## config.mk

```make
export PLATFORM = sky130hd
export DESIGN_NAME = button_event_decoder
export DESIGN_NICKNAME = d
export VERILOG_FILES = /design/src/rtl/button_pkg.sv /design/src/rtl/button_event_decoder_tick_gen.sv /design/src/rtl/button_event_decoder.sv
export SDC_FILE = /design/constraint.sdc
export NUM_CORES = 1
export LEC_CHECK = 0
export CORE_MARGIN = 1.5
export CORE_UTILIZATION = 64
export DETAILED_ROUTE_END_ITERATION = 10
export HOLD_SLACK_MARGIN = 0.15
export PLACE_DENSITY = 0.94
export SYNTH_ARGS = -nofsm -noshare
export SYNTH_HDL_FRONTEND = slang
export SYNTH_SLANG_ARGS = --single-unit
```

## constraint.sdc

```tcl
create_clock -name clk_in -period 2.9 [get_ports clk_in]
set_input_delay 0.29 -clock clk_in [delete_from_list [all_inputs] [get_ports clk_in]]
set_output_delay 0.29 -clock clk_in [all_outputs]
set_load 0.02 [all_outputs]
```

## src/rtl/button_pkg.sv

```systemverilog
// Shared definitions for the button event decoder and its timebase.
// Holds the FSM state encoding, default timing constants and a sizing helper.
package button_pkg;

  localparam int DEF_TICK_DIV     = 125000;
  localparam int DEF_LONG_TICKS   = 800;
  localparam int DEF_REPEAT_TICKS = 200;
  localparam int DEF_GAP_TICKS    = 250;

  typedef enum logic [2:0] {
    IDLE     = 3'd0,
    PRESSED  = 3'd1,
    HELD     = 3'd2,
    WAIT_GAP = 3'd3,
    SECOND   = 3'd4
  } btn_state_e;

  function automatic int max3(input int a, input int b, input int c);
    int m;
    m = (a > b) ? a : b;
    return (m > c) ? m : c;
  endfunction

endpackage

```

## src/rtl/button_event_decoder_tick_gen.sv

```systemverilog
// Free-running divider: tick is high for one clk_in cycle out of every TICK_DIV.
// The tick is registered so downstream logic sees a glitch-free strobe.
module tick_gen
  import button_pkg::*;
#(
  parameter int TICK_DIV = DEF_TICK_DIV
) (
  input  logic clk_in,
  input  logic rst_n,
  output logic tick
);

  localparam int DW = $clog2(TICK_DIV);
  localparam logic [DW-1:0] DIV_LAST = DW'(TICK_DIV - 1);
  localparam logic [DW-1:0] DIV_PRE  = DW'(TICK_DIV - 2);

  logic [DW-1:0] div_r;
  logic          tick_r;

  // Divider counter and tick strobe, aligned so tick_r is high while div_r is at its last value
  always_ff @(posedge clk_in or negedge rst_n) begin
    if (!rst_n) begin
      div_r  <= '0;
      tick_r <= 1'b0;
    end else begin
      if (div_r == DIV_LAST) begin
        div_r <= '0;
      end else begin
        div_r <= div_r + DW'(1);
      end
      tick_r <= (div_r == DIV_PRE);
    end
  end

  assign tick = tick_r;

endmodule

```

## src/rtl/button_event_decoder.sv

```systemverilog
// Classifies a debounced button level into short, long, repeat and double-click pulses.
// All durations are counted in ticks of the internal timebase; pulses are registered.
module button_event_decoder
  import button_pkg::*;
#(
  parameter int TICK_DIV     = DEF_TICK_DIV,
  parameter int LONG_TICKS   = DEF_LONG_TICKS,
  parameter int REPEAT_TICKS = DEF_REPEAT_TICKS,
  parameter int GAP_TICKS    = DEF_GAP_TICKS
) (
  input  logic clk_in,
  input  logic rst_n,
  input  logic btn_level,
  output logic short_pulse,
  output logic long_pulse,
  output logic repeat_pulse,
  output logic double_pulse,
  output logic btn_held
);

  localparam int CW = $clog2(max3(LONG_TICKS, REPEAT_TICKS, GAP_TICKS));
  localparam logic [CW-1:0] LONG_LAST = CW'(LONG_TICKS - 1);
  localparam logic [CW-1:0] REP_LAST  = CW'(REPEAT_TICKS - 1);
  localparam logic [CW-1:0] GAP_LAST  = CW'(GAP_TICKS - 1);

  logic          sync1_r;
  logic          lvl_r;
  logic          tick_s;
  btn_state_e    state_r, state_s;
  logic [CW-1:0] cnt_r, cnt_s;
  logic          short_s, long_s, repeat_s, double_s;
  logic          short_r, long_r, repeat_r, double_r;

  tick_gen #(.TICK_DIV(TICK_DIV)) u_tick_gen (
    .clk_in (clk_in),
    .rst_n  (rst_n),
    .tick   (tick_s)
  );

  // Two-flop synchronizer for the level, which may originate in a divided clock domain
  always_ff @(posedge clk_in or negedge rst_n) begin
    if (!rst_n) begin
      sync1_r <= 1'b0;
      lvl_r   <= 1'b0;
    end else begin
      sync1_r <= btn_level;
      lvl_r   <= sync1_r;
    end
  end

  // Next-state and event decode; only tick cycles can move the FSM or the counter
  always_comb begin
    state_s  = state_r;
    cnt_s    = cnt_r;
    short_s  = 1'b0;
    long_s   = 1'b0;
    repeat_s = 1'b0;
    double_s = 1'b0;
    if (tick_s) begin
      case (state_r)
        IDLE: begin
          if (lvl_r) begin
            state_s = PRESSED;
            cnt_s   = '0;
          end else begin
            cnt_s = '0;
          end
        end
        PRESSED: begin
          if (!lvl_r) begin
            state_s = WAIT_GAP;
            cnt_s   = '0;
          end else if (cnt_r == LONG_LAST) begin
            long_s  = 1'b1;
            state_s = HELD;
            cnt_s   = '0;
          end else begin
            cnt_s = cnt_r + CW'(1);
          end
        end
        HELD: begin
          if (!lvl_r) begin
            state_s = IDLE;
            cnt_s   = '0;
          end else if (cnt_r == REP_LAST) begin
            repeat_s = 1'b1;
            cnt_s    = '0;
          end else begin
            cnt_s = cnt_r + CW'(1);
          end
        end
        WAIT_GAP: begin
          if (lvl_r) begin
            state_s = SECOND;
            cnt_s   = '0;
          end else if (cnt_r == GAP_LAST) begin
            short_s = 1'b1;
            state_s = IDLE;
            cnt_s   = '0;
          end else begin
            cnt_s = cnt_r + CW'(1);
          end
        end
        // The second press is never timed, so the counter simply holds
        SECOND: begin
          if (!lvl_r) begin
            double_s = 1'b1;
            state_s  = IDLE;
            cnt_s    = '0;
          end else begin
            cnt_s = cnt_r;
          end
        end
        default: begin
          state_s = IDLE;
          cnt_s   = '0;
        end
      endcase
    end else begin
      state_s = state_r;
    end
  end

  // State, counter and registered event pulses
  always_ff @(posedge clk_in or negedge rst_n) begin
    if (!rst_n) begin
      state_r  <= IDLE;
      cnt_r    <= '0;
      short_r  <= 1'b0;
      long_r   <= 1'b0;
      repeat_r <= 1'b0;
      double_r <= 1'b0;
    end else begin
      state_r  <= state_s;
      cnt_r    <= cnt_s;
      short_r  <= short_s;
      long_r   <= long_s;
      repeat_r <= repeat_s;
      double_r <= double_s;
    end
  end

  assign short_pulse  = short_r;
  assign long_pulse   = long_r;
  assign repeat_pulse = repeat_r;
  assign double_pulse = double_r;
  assign btn_held     = lvl_r;

endmodule

```

==> flow_metrics.env, run 1 <==
export IMPL_fmax_mhz=447.0
export IMPL_drc=0
export IMPL_postCtsSetupBuffers=0
export IMPL_die_area_um2=3258
export IMPL_seq_area_frac_synth_pct=49.47
export IMPL_grt_max_degree=38
export IMPL_tightest_slew_ns=0.6165
export IMPL_cts_repair_resized=0
export IMPL_clock_skew_ns=0.004034
export IMPL_critPathMaxFanout=10
export IMPL_path_class="reg2reg"
export IMPL_vdd_drop_max_uv=490.5
export IMPL_drtIter0Drc=57
export IMPL_status="finished, final reports clean"
export IMPL_critical_path_top_delay_family="simple AND/OR/NAND/NOR gates"
export IMPL_clk_path_buf_depth=2
export IMPL_setup_viol=0
export IMPL_cp_data_arrival_time_ns=2.46
export IMPL_row_count=19
export IMPL_hold_violations=0
export IMPL_dpl_hpwl_um=2560
export IMPL_synth_area_um2=1872
export IMPL_cts_inserted_buffers=5
export IMPL_num_antenna_cells=0
export IMPL_cap_viol_max_count=0
export IMPL_path_cells="nor4bb_1 -> nand4_1 -> a211oi_2 -> nor2_2 -> mux2_2"
export IMPL_clock_root_buffer="clkbuf_4"
export IMPL_htreeDepth=2
export IMPL_critPathRequiredTime_ns=3.13
export IMPL_cts_sinks=37
export IMPL_cp_slowest_cell="a211oi_2"
export IMPL_antenna_found_initial=0
export IMPL_cpPeakStageDelay_ns=0.55
export IMPL_firstDrtPassIters=4
export IMPL_clk_pin_slew_worst_paths_ns=0.10
export IMPL_top_level_ports=8
export IMPL_max_slew_margin_pct=58.71
export IMPL_rr_startpoint="cnt_r[6]"
export IMPL_synth_cell_types=44
export IMPL_fin_setup_tns_ns=0
export IMPL_wl_per_cell_um=15.61
export IMPL_post_route_util_pct=73.96
export IMPL_routabilityCongestion=0.8646
export IMPL_area_growth_pct=8.957
export IMPL_r2r_end="cnt_r[0]"
export IMPL_hp_class="in2async"
export IMPL_grt_met3_usage_pct=8.163
export IMPL_port_buffers=7
export IMPL_synthCells=182
export IMPL_ys_seq_elements=37
export IMPL_grt_pass1_vias=1498
export IMPL_vias=1473
export IMPL_yosysWarnings=0
export IMPL_drv_slew=0
export IMPL_grt_pass1_wl_um=6272
export IMPL_power_total_w=0.0008074
export IMPL_start_util_pct=67.88
export IMPL_nNetsFinal=203
export IMPL_cp_start_kind="flop"
export IMPL_grt_usage_pct=25.14
export IMPL_p_leak_nw=0.9194
export IMPL_period_needed_ns=2.237
export IMPL_grt_ovfl_total=0
export IMPL_end_kind="flop"
export IMPL_synth_nets=189
export IMPL_clkLatencyLatePin_ns=0.34
export IMPL_drt_total_wl_um=3543
export IMPL_r2r_cells=5
export IMPL_grt_busiest_layer="met2"
export IMPL_dieHeight_um=57.08
export IMPL_avgSynthCellArea_um2=10.28
export IMPL_grtUsageMet2_pct=42.20
export IMPL_core_area_um2=2758
export IMPL_via_per_inst=6.489
export IMPL_place_ws_ns=0.7401
export IMPL_fin_ws_ns=0.6627
export IMPL_postCtsHoldBufs=0
export IMPL_cp_num_buf_inv=0
export IMPL_die_w_um=57.08
export IMPL_drive_gt1_share_pct=8.673
export IMPL_met1_usage_pct=28.27
export IMPL_detail_route_antenna_nets=0
export IMPL_p_per_area_nw_per_um2=395.9
export IMPL_r2r_slack_ns=0.66
export IMPL_cts_tree="done"
export IMPL_rsz0062_at_grt="no"
export IMPL_period_share_pct=77.15
==> metal layers <==
metal / up-vias / share of wire [%]
met5: - / 0
met4: 0 / 4.7
met3: 24 / 6.0
met2: 58 / 50
met1: 696 / 39
li1: 695 / -
==> worst max path at each step <==
stage	slack, ns	from	to	cells past startpoint
6_report	0.66	cnt_r[6]	cnt_r[0]	5
5_1_grt	0.55	cnt_r[0]	cnt_r[0]	6
4_1_cts	0.73	cnt_r[0]	cnt_r[0]	6
3_5_place_dp	0.74	cnt_r[0]	cnt_r[0]	6
3_3_place_gp	0.85	u_tick_gen.div_r[9]	u_tick_gen.div_r[14]	5
2_1_floorplan	0.93	u_tick_gen.div_r[9]	u_tick_gen.div_r[14]	5
==> registers in the layout (all words and copies together) (netlist names) <==
register	cells
repeat_pulse	1
double_pulse	1
cnt_r	10
u_tick_gen.tick	1
state_r	3
long_pulse	1
u_tick_gen.div_r	17
btn_held	1
sync1_r	1
short_pulse	1
==> synth_stat cells, drive strengths merged <==
cell type | n | area share, %
nor2 | 17 | 4.4
o21ai | 12 | 3.2
nand4 | 3 | 1.0
and3b | 1 | 0.47
clkbuf | 1 | 0.20
o32ai | 1 | 0.47
nand2 | 13 | 2.6
or4b | 2 | 1.1
xnor2 | 5 | 2.3
nor2b | 5 | 1.7
ha | 4 | 2.7
nor3 | 9 | 2.4
a41o | 1 | 0.53
o41ai | 1 | 0.47
a31oi | 2 | 0.67
or3 | 3 | 1.0
and2b | 1 | 0.40
nand4bb | 1 | 0.60
or2 | 1 | 0.33
nor4bb | 1 | 0.53
and4 | 1 | 0.47
and4bb | 1 | 0.67
a41oi | 1 | 0.47
or4bb | 2 | 1.2
a22o | 7 | 3.3
a21oi | 2 | 0.53
or4 | 1 | 0.60
mux2 | 2 | 1.2
o2bb2ai | 1 | 0.47
dfrtp | 37 | 49
inv | 7 | 1.4
a211oi | 1 | 0.67
a31o | 1 | 0.47
and2 | 2 | 0.67
nand3 | 9 | 2.4
and3 | 10 | 3.4
xor2 | 7 | 3.3
o31ai | 2 | 0.80
o211ai | 2 | 0.80
nand2b | 2 | 0.67
==> layout by cell type (no fill, tap or decap), drive strengths merged, types with 2 or more instances in the layout <==
cell	count
a22o	7
dfrtp	37
nand3	9
nand2b	2
or4bb	2
xnor2	5
a21oi	2
nor2b	5
ha	4
o31ai	2
inv	7
o211ai	2
clkbuf	7
and2	2
and3	10
nand2	13
clkdlybuf4s50	7
a31oi	2
nor2	17
o21ai	12
or4b	2
nand4	3
nor3	9
mux2	2
or3	3
xor2	7
==> cell families after synthesis <==
| group | synth area share, % |
|---|---|
| buffers and inverters | 1.604 |
| and+or+nand+nor | 26.60 |
| AOI/OAI and AO/OA | 12.83 |
| DFF | 49.47 |
| adders and majority gates | 2.674 |
| xor gates and xnor gates | 5.615 |
| muxes | 1.203 |
==> worst register-to-register path: stages, from the launching register on <==
cell and delay [ns]:
dfrtp_1 0.45, nor4bb_1 0.44, nand4_1 0.20, a211oi_2 0.55, nor2_2 0.18, mux2_2 0.31
==> stage by stage <==
step / std cells / hold WS, ns / instance area (µm²)
2_1_floorplan: 182 / -0.005591 / 1872
3_3_place_gp: 220 / 0.3342 / 1984
3_5_place_dp: 220 / 0.3418 / 1984
4_1_cts: 227 / 0.3608 / 2039
5_1_grt: 227 / 0.3772 / 2039
6_report: 227 / 0.3553 / 2039
==> layout make-up <==
cell class	instances	area [µm²]
sequential	37	925.9
multi-input combinational	137	915.9
fill	185	718.2
inverter	7	26.28
clock buffer	7	55.05
tap	31	38.79
timing repair buffer	8	77.57
==> where the power goes <==
group | switching, W | internal, W | total, W
Clock | 0.000158 | 0.000114 | 0.000272
Sequential | 0.00000153 | 0.000517 | 0.000518
Combinational | 0.0000116 | 0.00000508 | 0.0000166
Power figures use the tool's default switching activity.
==> run 2: changes to the inputs <==
--- a/config.mk
+++ b/config.mk
@@ -6,10 +6,10 @@
 export NUM_CORES = 1
 export LEC_CHECK = 0
 export CORE_MARGIN = 1.5
-export CORE_UTILIZATION = 64
+export CORE_UTILIZATION = 53
 export DETAILED_ROUTE_END_ITERATION = 10
 export HOLD_SLACK_MARGIN = 0.15
-export PLACE_DENSITY = 0.94
+export PLACE_DENSITY = 0.85
 export SYNTH_ARGS = -nofsm -noshare
 export SYNTH_HDL_FRONTEND = slang
 export SYNTH_SLANG_ARGS = --single-unit
==> constraint.sdc (replaced) <==
create_clock -name clk_in -period 1.9 [get_ports clk_in]
set_input_delay 0.19 -clock clk_in [delete_from_list [all_inputs] [get_ports clk_in]]
set_output_delay 0.19 -clock clk_in [all_outputs]
set_load 0.02 [all_outputs]
==> run 2 against run 1 <==
Compared with the run above: the run now ends with setup timing left; global-route usage is 3.4 points lower; via count grew 6.9%; utilization down 4.8 points; die area up 20%; critical path depth unchanged; worst setup slack worse by 0.71 ns; largest power group unchanged.
==> flow_metrics.env, run 2 (synthesis results as in run 1) <==
export IMPL_fin_setup_tns_ns=-0.2287
export IMPL_port_buffers=7
export IMPL_start_util_pct=55.65
export IMPL_row_count=21
export IMPL_violations="setup timing"
export IMPL_cts_tree="done"
export IMPL_clk_path_buf_depth=2
export IMPL_core_area_um2=3363
export IMPL_max_slew_margin_pct=69.84
export IMPL_die_area_um2=3898
export IMPL_top_level_ports=8
export IMPL_cp_data_arrival_time_ns=2.20
export IMPL_grt_max_degree=38
export IMPL_num_antenna_cells=0
export IMPL_drc=0
export IMPL_clk_pin_slew_worst_paths_ns=0.12
export IMPL_cts_sinks=37
export IMPL_clock_root_buffer="clkbuf_4"
export IMPL_clkLatencyLatePin_ns=0.35
export IMPL_critPathRequiredTime_ns=2.15
export IMPL_grt_pass1_vias=1509
export IMPL_instances_no_fill=268
export IMPL_grt_pass1_wl_um=6775
export IMPL_p_leak_nw=1.076
export IMPL_layout_commonest_cell="dfrtp_1"
export IMPL_post_route_util_pct=69.12
export IMPL_htreeDepth=2
export IMPL_dieHeight_um=62.43
export IMPL_dpl_hpwl_um=2798
export IMPL_placed_cells=256
export IMPL_drt_total_wl_um=3949
export IMPL_drv_slew=0
export IMPL_wl_per_cell_um=14.74
export IMPL_top_regs="u_tick_gen.div_r x17, cnt_r x10, state_r x3"
export IMPL_fmax_mhz=512.2
export IMPL_period_needed_ns=1.952
export IMPL_vdd_drop_max_uv=529.6
export IMPL_postCtsHoldBufs=0
export IMPL_grt_ovfl_total=0
export IMPL_nNetsFinal=228
export IMPL_antenna_found_initial=0
export IMPL_cap_viol_max_count=0
export IMPL_end_kind="flop"
export IMPL_hp_class="in2async"
export IMPL_drive_gt1_share_pct=21.62
export IMPL_detail_route_antenna_nets=0
export IMPL_regMostFlops="u_tick_gen.div_r"
export IMPL_tightest_slew_ns=0.4524
export IMPL_routabilityCongestion=0.8490
export IMPL_placed_cell_area_um2=2161
export IMPL_period_share_pct=102.8
export IMPL_critPathMaxFanout=2
export IMPL_grt_usage_pct=21.76
export IMPL_path_class="reg2reg"
export IMPL_final_cell_mix="dfrtp_1 (37), buf_4 (26), nor2_1 (15)"
export IMPL_fin_area_um2=2325
export IMPL_largest_reg_flops=17
export IMPL_setup_viol=9
export IMPL_p_per_area_nw_per_um2=644.1
export IMPL_hold_violations=0
export IMPL_vias=1574
export IMPL_via_per_inst=5.873
export IMPL_rsz0062_at_grt="yes"
export IMPL_drtIter0Drc=108
export IMPL_area_growth_pct=24.20
export IMPL_clock_skew_ns=0.01222
export IMPL_cts_inserted_buffers=5
export IMPL_status="finished, violations left"
export IMPL_die_w_um=62.43
export IMPL_fin_ws_ns=-0.05226
export IMPL_firstDrtPassIters=4
export IMPL_holdWs_ns=0.2433
export IMPL_cp_start_kind="flop"
## run 2: path summary, 6_finish.rpt
| path | start | to | slack (ns) | depth (start not counted) |
|---|---|---|---|---|
| min in group clk_in | btn_level | sync1_r | 0.28 | 1 |
| max reg2reg | u_tick_gen.div_r[10] | u_tick_gen.div_r[14] | -0.05 | 5 |
| max in group asynchronous | rst_n | u_tick_gen.div_r[2] | 1.33 | 2 |
| min reg2reg | sync1_r | btn_held | 0.37 | 0 |
| min | rst_n | btn_held | 0.24 | 2 |
| max | u_tick_gen.div_r[10] | u_tick_gen.div_r[14] | -0.05 | 5 |
## run 2: worst max-delay path, cell delays in order, from the launching register on
cell and delay, ns:
dfrtp_1 0.41, or4b_1 0.50, or4_4 0.60, nor2_8 0.11, o21ai_1 0.06, a22o_1 0.19
## run 2: area by class of cell
type	count	area (µm²)
well taps	46	57.56
fillers	266	1039
flip-flops and latches	37	925.9
inverters	7	26.28
clock buffers	5	37.54
clock inverters	3	65.06
multi-input cells	137	947.2
repair buffers	33	265.3
## run 2: stage by stage
| stage | worst slack, ns | power, W |
|---|---|---|
| after CTS | -0.05666 | 0.001506 |
| after global placement | 0.0003970 | 0.0008344 |
| after global routing | -0.1064 | 0.001551 |
| final | -0.05226 | 0.001497 |
| after floorplan | -0.05410 | 0.0008099 |
| after detailed placement | -0.05063 | 0.0008359 |
## run 2: metal layers
layer / track usage [%] / part of all wire [%] / vias to the layer above
met3: 5.405 / 3.2 / 9
met2: 36.29 / 51 / 30
met1: 27.86 / 44 / 795
met5: 0 / 0 / -
li1: - / - / 740
met4: 7.222 / 1.8 / 0
## run 2: power by group
| part | internal, W | switching [W] | leakage (nW) |
|---|---|---|---|
| combinational | 0.00000923 | 0.0000201 | 0.522 |
| sequential | 0.000789 | 0.000000791 | 0.498 |
| clock | 0.000407 | 0.000271 | 0.0552 |
| total | 0.00121 | 0.000291 | 1.08 |
## run 2: repair_timing
item                       CTS  global route
setup endpoints to repair   16            17
setup buffers                0             4
pin swaps                    2             1
gates resized for setup      1             5
==> run 3: changes to the inputs <==
==> constraint.sdc (replaced) <==
create_clock -name clk_in -period 1.7 [get_ports clk_in]
set_input_delay 0.17 -clock clk_in [delete_from_list [all_inputs] [get_ports clk_in]]
set_output_delay 0.17 -clock clk_in [all_outputs]
set_load 0.02 [all_outputs]
==> run 3 against run 2 <==
Compared with the run above: the run still ends with setup timing left; count of clock-buffer cells in the layout up 2; register-to-register slack got worse by 0.20 ns; routed wire length rose by 39%; combinational power increased by 26%; die area did not move; via count rose by 14%; clock power shrank 19%; sequential share of layout area shrank 5.9 points; critical path type unchanged.
==> flow_metrics.env, run 3 (synthesis results as in run 1) <==
export IMPL_firstDrtPassIters=4
export IMPL_cap_viol_max_count=0
export IMPL_grt_pass1_vias=1804
export IMPL_dieHeight_um=62.43
export IMPL_hp_class="in2async"
export IMPL_row_count=21
export IMPL_p_leak_nw=1.247
export IMPL_core_area_um2=3363
export IMPL_top_level_ports=8
export IMPL_max_slew_margin_pct=69.01
export IMPL_power_frac_comb_pct=2.5
export IMPL_fillers=200
export IMPL_period_needed_ns=1.953
export IMPL_path_class="reg2reg"
export IMPL_tightest_slew_ns=0.4648
export IMPL_p_per_area_nw_per_um2=537.1
export IMPL_cp_slowest_cell="dfrtp_1"
export IMPL_violations="setup timing"
export IMPL_critical_path_most_common_cell="buf_6"
export IMPL_vias=1793
export IMPL_htreeDepth=2
export IMPL_drtIter0Drc=215
export IMPL_num_antenna_cells=0
export IMPL_clock_root_buffer="clkbuf_4"
export IMPL_cp_data_arrival_time_ns=2.21
export IMPL_grt_usage_pct=26.92
export IMPL_postCtsHoldBufs=0
export IMPL_final_cell_mix="buf_4 (47), dfrtp_1 (35), nand2_1 (13)"
export IMPL_fmax_mhz=512.1
export IMPL_area_growth_pct=45.99
export IMPL_net_switching_power_w=0.0003328
export IMPL_vdd_drop_max_uv=564.8
export IMPL_via_per_inst=5.997
export IMPL_die_area_um2=3898
export IMPL_drv_slew=0
export IMPL_instances_no_fill=299
export IMPL_end_kind="flop"
export IMPL_cts_sinks=37
export IMPL_clock_skew_ns=0.01185
export IMPL_nNetsFinal=259
export IMPL_placed_cells=275
export IMPL_grt_max_degree=38
export IMPL_cts_inserted_buffers=5
export IMPL_clk_pin_slew_worst_paths_ns=0.12
export IMPL_die_w_um=62.43
export IMPL_status="finished, violations left"
export IMPL_power_total_w=0.001468
export IMPL_fin_ws_ns=-0.2528
export IMPL_grt_pass1_wl_um=8321
export IMPL_cp_start_kind="flop"
export IMPL_grt_ovfl_total=0
export IMPL_critPathRequiredTime_ns=1.96
export IMPL_wl_per_cell_um=18.31
export IMPL_drive_gt1_share_pct=40.32
export IMPL_regMostFlops="u_tick_gen.div_r"
export IMPL_p_seq_share_pct=60.2
export IMPL_fin_area_um2=2733
export IMPL_largest_reg_flops=17
export IMPL_clkLatencyLatePin_ns=0.34
export IMPL_antenna_found_initial=0
export IMPL_drt_total_wl_um=5474
export IMPL_top_regs="u_tick_gen.div_r x17, cnt_r x10, state_r x3"
export IMPL_dpl_hpwl_um=3146
export IMPL_start_util_pct=55.65
export IMPL_fin_setup_tns_ns=-4.193
export IMPL_hold_violations=0
export IMPL_p_sw_share_pct=22.67
export IMPL_rsz0062_at_grt="yes"
export IMPL_ff_latch_area_um2=928.4
export IMPL_cts_tree="done"
export IMPL_clkPwrFrac_pct=37.3
export IMPL_multi_input_area_um2=1102
export IMPL_period_share_pct=114.9
export IMPL_cpPeakStageDelay_ns=0.41
export IMPL_port_buffers=7
export IMPL_power_internal_w=0.001135
export IMPL_place_ws_ns=-0.2544
export IMPL_critPathMaxFanout=4
export IMPL_path_cells="ha_2 -> and3b_2 -> buf_6 -> a31oi_4 -> a211oi_4 -> buf_4 -> buf_8 -> buf_6 -> o31ai_4"
export IMPL_routabilityCongestion=0.8966
export IMPL_placed_cell_area_um2=2340
export IMPL_detail_route_antenna_nets=0
export IMPL_clk_path_buf_depth=2
export IMPL_drc=0
export IMPL_layout_commonest_cell="buf_4"
export IMPL_setup_viol=20
[run 3: what timing repair did]
action	4_1_cts	5_1_grt
setup endpoints to repair	19	23
pin swaps	12	20
cloned	0	0
gates resized for setup	19	31
buffers inserted	10	9
[run 3: final cells by class]
type	instances	share of cell area (%)
Multi-Input combinational cell	137	40.34
Tap cell	46	2.106
Clock inverter	1	0.1832
Inverter	7	0.9615
Clock buffer	7	2.381
Timing Repair Buffer	64	20.05
Sequential cell	37	33.97
[run 3: worst paths after layout]
kind                            from        to  slack [ns]  cells past startpoint
hold / removal                 rst_n  cnt_r[8]        0.23                      2
max in group asynchronous      rst_n  btn_held        1.11                      2
setup / recovery            cnt_r[0]  cnt_r[1]       -0.25                      9
hold reg to reg              sync1_r  btn_held        0.36                      0
setup reg to reg            cnt_r[0]  cnt_r[1]       -0.25                      9
min in group clk_in        btn_level   sync1_r        0.25                      1
[run 3: worst max-delay path, delay by kind of cell, from the launching register on]
family / cells / cell delay [ns]
buffers and inverters: 4 / 0.53
flip-flops: 1 / 0.41
adder cells (fa/ha/maj): 1 / 0.20
AO/OA/AOI/OAI: 3 / 0.49
AND/OR/NAND/NOR: 1 / 0.25
[run 3: layer usage]
metal	part of all wire, %	up-vias	GRT usage, %
met3	3.9	23	6.847
met2	53	75	48.66
met5	0	-	0
li1	-	806	-
met4	3.7	0	8.333
met1	40	889	31.25
[run 3: metrics by stage]
| stage | hold slack, ns | utilization [%] |
|---|---|---|
| floorplan | -0.1256 | - |
| global placement | 0.3325 | 69.57 |
| detailed placement | 0.3378 | 69.57 |
| CTS | 0.2295 | 76.38 |
| global route | 0.2314 | 81.25 |
| finish | 0.2323 | 81.25 |
[run 3: power groups by stage]
stage / registers, W / clock network [W] / logic (W)
after global placement: 0.000901 / 0 / 0.0000340
after CTS: 0.000884 / 0.000549 / 0.0000366
after detailed placement: 0.000901 / 0 / 0.0000349
after global routing: 0.000884 / 0.000579 / 0.0000410
final: 0.000884 / 0.000547 / 0.0000368
after floorplan: 0.000903 / 0 / 0.00000221
